===== config.mk =====
export PLATFORM = sky130hd
export DESIGN_NAME = stackcalc_host_driver
export DESIGN_NICKNAME = d
export VERILOG_FILES = /design/src/rtl/stackcalc_host_driver.sv
export SDC_FILE = /design/constraint.sdc
export NUM_CORES = 1
export LEC_CHECK = 0
export CORE_ASPECT_RATIO = 0.5
export CORE_UTILIZATION = 40
export DETAILED_ROUTE_END_ITERATION = 10
export GPL_ROUTABILITY_DRIVEN = 0
export PLACE_DENSITY = 0.62
export SLEW_MARGIN = 20
export SYNTH_ARGS = -nofsm -noshare
export SYNTH_HDL_FRONTEND = slang
export SYNTH_SLANG_ARGS = --single-unit

===== constraint.sdc =====
create_clock -name clk -period 3.33 [get_ports clk]
set_clock_uncertainty 0.1 [all_clocks]
set_input_delay 0.8325 -clock clk [delete_from_list [all_inputs] [get_ports clk]]
set_output_delay 0.8325 -clock clk [all_outputs]
set_load 0.005 [all_outputs]

===== src/rtl/stackcalc_host_driver.sv =====
// stackcalc_host_driver: buffers a nibble program and streams it to the stack calculator pins.
//   clk, rst                  system clock, synchronous active-high reset
//   load_valid/nibble/ready   program buffer write port (IDLE only)
//   clear                     empty the buffer (IDLE only, beats a same-cycle load)
//   start, busy, done         run control; done pulses on the last cpu_clk period
//   prog_len                  number of stored nibbles
//   cpu_clk, cpu_rst, cpu_nibble  calculator io_in[0], io_in[1], io_in[5:2]
//   cpu_out                   calculator io_out
//   result, result_valid      cpu_out captured at run end, pulse coincident with done
module stackcalc_host_driver #(
  parameter int DEPTH = 16,
  parameter int HALF_PERIOD = 2,
  parameter int RST_CYCLES = 2
) (
  input  logic                       clk,
  input  logic                       rst,
  input  logic                       load_valid,
  input  logic [3:0]                 load_nibble,
  output logic                       load_ready,
  input  logic                       clear,
  input  logic                       start,
  output logic                       busy,
  output logic                       done,
  output logic [$clog2(DEPTH):0]     prog_len,
  output logic                       cpu_clk,
  output logic                       cpu_rst,
  output logic [3:0]                 cpu_nibble,
  input  logic [7:0]                 cpu_out,
  output logic [7:0]                 result,
  output logic                       result_valid
);
  localparam int AW = $clog2(DEPTH);
  localparam int LW = AW + 1;
  localparam int PW = $clog2(2 * HALF_PERIOD);
  localparam int RW = $clog2(RST_CYCLES + 1);
  typedef enum logic [1:0] {IDLE, RESET_CPU, STREAM} state_t;
  state_t state;
  logic [3:0] mem [DEPTH];
  logic [PW-1:0] ph, ph_nx;
  logic [RW-1:0] rcnt;
  logic [LW-1:0] idx, idx_nx;
  logic load_acc, start_ok, ph_end, last;
  assign load_ready = state == IDLE && prog_len < LW'(DEPTH);
  assign load_acc = load_valid && load_ready && !clear;
  // A load in the same cycle as start counts towards the non-empty check.
  assign start_ok = state == IDLE && start && !clear && (prog_len != '0 || load_acc);
  assign ph_end = ph == PW'(2 * HALF_PERIOD - 1);
  assign ph_nx = ph_end ? '0 : ph + PW'(1);
  assign last = idx == prog_len - LW'(1);
  assign idx_nx = idx + LW'(1);
  always_ff @(posedge clk)
    if (load_acc) mem[prog_len[AW-1:0]] <= load_nibble;
  always_ff @(posedge clk) begin
    if (rst) begin
      state <= IDLE;
      prog_len <= '0;
      busy <= 1'b0;
      done <= 1'b0;
      result <= '0;
      result_valid <= 1'b0;
      cpu_clk <= 1'b0;
      cpu_rst <= 1'b0;
      cpu_nibble <= '0;
      ph <= '0;
      rcnt <= '0;
      idx <= '0;
    end else begin
      done <= 1'b0;
      result_valid <= 1'b0;
      case (state)
        IDLE: begin
          if (clear) prog_len <= '0;
          else if (load_acc) prog_len <= prog_len + LW'(1);
          if (start_ok) begin
            state <= RESET_CPU;
            busy <= 1'b1;
            ph <= '0;
            rcnt <= '0;
            cpu_rst <= 1'b1;
            cpu_nibble <= '0;
            cpu_clk <= 1'b0;
          end
        end
        RESET_CPU: begin
          ph <= ph_nx;
          cpu_clk <= ph_nx >= PW'(HALF_PERIOD);
          if (ph_end) begin
            if (rcnt == RW'(RST_CYCLES - 1)) begin
              state <= STREAM;
              idx <= '0;
              cpu_rst <= 1'b0;
              cpu_nibble <= mem[AW'(0)];
            end else rcnt <= rcnt + RW'(1);
          end
        end
        STREAM: begin
          ph <= ph_nx;
          cpu_clk <= ph_nx >= PW'(HALF_PERIOD);
          // Registered one edge early so done/result appear during the final phase cycle.
          if (ph == PW'(2 * HALF_PERIOD - 2) && last) begin
            done <= 1'b1;
            result_valid <= 1'b1;
            result <= cpu_out;
          end
          if (ph_end) begin
            if (last) begin
              state <= IDLE;
              busy <= 1'b0;
              cpu_nibble <= '0;
            end else begin
              idx <= idx_nx;
              cpu_nibble <= mem[idx_nx[AW-1:0]];
            end
          end
        end
        default: state <= IDLE;
      endcase
    end
  end
endmodule


==> results.toml <==
[status]
status = "finished clean"

[worst_setup_path]
cp_top_family = "buffers and inverters"
cp_slowest_stage_delay_ns = 0.53
reg2reg_from = "prog_len[1]"
critPathCaptureType = "output pin"
crit_slowest_cell = "clkdlybuf4s50_1"
path_buf_inv = 3
cp.arrival_ns = 1.99
cp_max_fo = 6
critPathKind = "register to output pin"
path_cells = "inv_1, ha_1, inv_1, nor2_1, clkdlybuf4s50_1"
path_common_cell = "inv_1"
cp_data_required_time_ns = 2.40
startpoint = "state[0]"
worstSetupStartpointType = "register"

[power]
cellLeakagePower_nw = 1.71
power_w = 0.00268
ir_worst_vdd_mv = 0.200
swShare_pct = 26.3
power_frac_clock_pct = 36.1
powerDensity_nw_per_um2 = 516
p_sw_w = 0.000704
comb_power_share_pct = 14.9
seqPwrFrac_pct = 49.0
p_int_w = 0.00197

[cts]
cts_tree = "yes"
cts_setup_buffers = 0
hold_buffers = 0
cts-resized-gates = 0
cts_sinks = 95
clk_path_buf_depth = 2
cts.htree.levels = 3
clk_pin_slew_worst_paths_ns = 0.06
cts_root_buf = "clkbuf_16"
clkLatencyLatePin_ns = 0.34
cts_buffers = 9

[cells_and_area]
area_growth_pct = 18.3
fin_nets = 404
final_area_um2 = 5190
drive_above_1_share_pct = 14.5
diodes = 0

[sta]
tns_ns = 0
relSlewSlack_pct = 47.7
finalCriticalPeriod_ns = 2.92
fmax_ghz = 0.342
tightestPinTransition_ns = 0.776
final_max_slew_viol_count = 0
rsz0062_at_grt = "no"
fin_crit_sh_pct = 87.7
finalSetupViolCount = 0
finalHoldViolations = 0

[floorplan]
initial_core_util_pct = 42.0
rows = 26
die_area_um2 = 11400
dieHeight_um = 76.1
coreArea_um2 = 10400
die_width_um = 150
io_pins = 40

[logic_synthesis]
synthCells = 335
syn_area_per_cell_um2 = 13.1
synth_top_cell_by_area = "edfxtp_1"
synth_most_common_cell = "edfxtp_1"
synth_cell_types = 53
syn_nets = 365
synth_edf_count = 64
seq_area_frac_synth_pct = 58.0
synth_area_um2 = 4390
ys_warn_count = 0
synth-main-ff-cell = "edfxtp_1"
ys_top_cells_by_count = "64 x edfxtp_1, 33 x nand2_1, 31 x dfxtp_1"
ys_seq_elements = 95
synth_area_leaders = "edfxtp_1 44%, dfxtp_1 14%, mux4_2 8.2%"
synthArstFlopShare_pct = 0
netlist.area_leader.share_pct = 43.8

[route]
antenna_left = 0
via_count = 2819
drc = 0
wl_um = 9540
wl_per_cell_um = 18.4
dr.pass1.iters = 4
viasPerCell = 5.43
drt_iter0_markers = 230

[place]
placed_cell_area_um2 = 4910
hpwl_um = 6800
numPortBuffers = 39

[worst_hold_path]
hold_start = "result[7]"
hold_class = "register to register"

[grt]
grt_pass1_vias = 2861
grt_usage_pct = 18.0
antenna_found_initial = 0
grt_pass1_wl_um = 15300
grt_overflow = 0
grt_max_degree = 34

[run]
drv_cap = 0
==> cell type report <==
cell class / instances / area (um^2)
well taps: 140 / 175
flip-flops and latches: 95 / 2540
multi-input cells: 211 / 1710
clock inverters: 6 / 51.3
repair buffers: 44 / 428
inverters: 13 / 48.8
clock buffers: 10 / 229
fillers: 900 / 5260
==> sequential cells by signal, indices dropped and copies added (netlist names) <==
register and flops:
busy 1, cpu_clk 1, cpu_nibble 4, cpu_rst 1, idx 5, mem 64
ph 1, prog_len 5, rcnt 2, result 8, result_valid 1, state 2
==> cell usage in the layout, fill, tap and decap left out, drive strengths merged, types with 10 or more instances in the layout <==
| master | count |
|---|---|
| a21oi | 16 |
| clkbuf | 10 |
| clkdlybuf4s50 | 39 |
| dfxtp | 31 |
| edfxtp | 64 |
| ha | 13 |
| inv | 17 |
| mux4 | 16 |
| nand2 | 33 |
| nor2 | 25 |
| o21ai | 19 |
==> worst min-delay path: stages (launching register included) <==
cell,delay [ns]
dfxtp_1,0.31
o21ai_0,0.06
a21oi_1,0.06
==> per-stage QoR <==
step                setup slack, ns  std cells  utilization (%)  hold slack [ns]
floorplan                      1.04        335                -            0.366
global placement              0.475        503             47.0            0.359
detailed placement            0.378        503             47.0            0.367
CTS                           0.418        519             49.7            0.377
global route                  0.324        519             49.7            0.416
finish                        0.408        519             49.7            0.379
==> per-layer routing <==
| layer | GRT usage [%] | vias to the layer above | part of all wire [%] |
|---|---|---|---|
| li1 | - | 1325 | - |
| met1 | 24.5 | 1406 | 46 |
| met2 | 29.3 | 79 | 48 |
| met3 | 4.07 | 9 | 4.7 |
| met4 | 4.44 | 0 | 1.1 |
| met5 | 0 | - | 0 |
==> power groups by stage <==
stage                     sequential (W)  clock, W  combinational, W
final                            0.00131  0.000966          0.000398
after floorplan                  0.00133         0          0.000254
after detailed placement         0.00134         0          0.000395
after global placement           0.00134         0          0.000384
after CTS                        0.00131  0.000985          0.000397
after global routing             0.00131   0.00104          0.000438
==> final timing paths <==
check	slack, ns	depth (start not counted)	endpoint
worst max-delay path	0.41	5	load_ready
worst min-delay path	0.38	2	result[7]
worst max register to register	0.66	8	state[0]
worst min register to register	0.38	2	result[7]
==> logic make-up after synthesis <==
| group | synth area share [%] |
|---|---|
| AO/OA/AOI/OAI | 11.4 |
| XOR/XNOR | 2.34 |
| adder cells (fa/ha/maj) | 3.71 |
| buffers and inverters | 2.99 |
| flip-flops | 58.0 |
| multiplexers | 10.6 |
| AND/OR/NAND/NOR | 11.0 |
No activity file was read; power rests on OpenSTA's default activity.
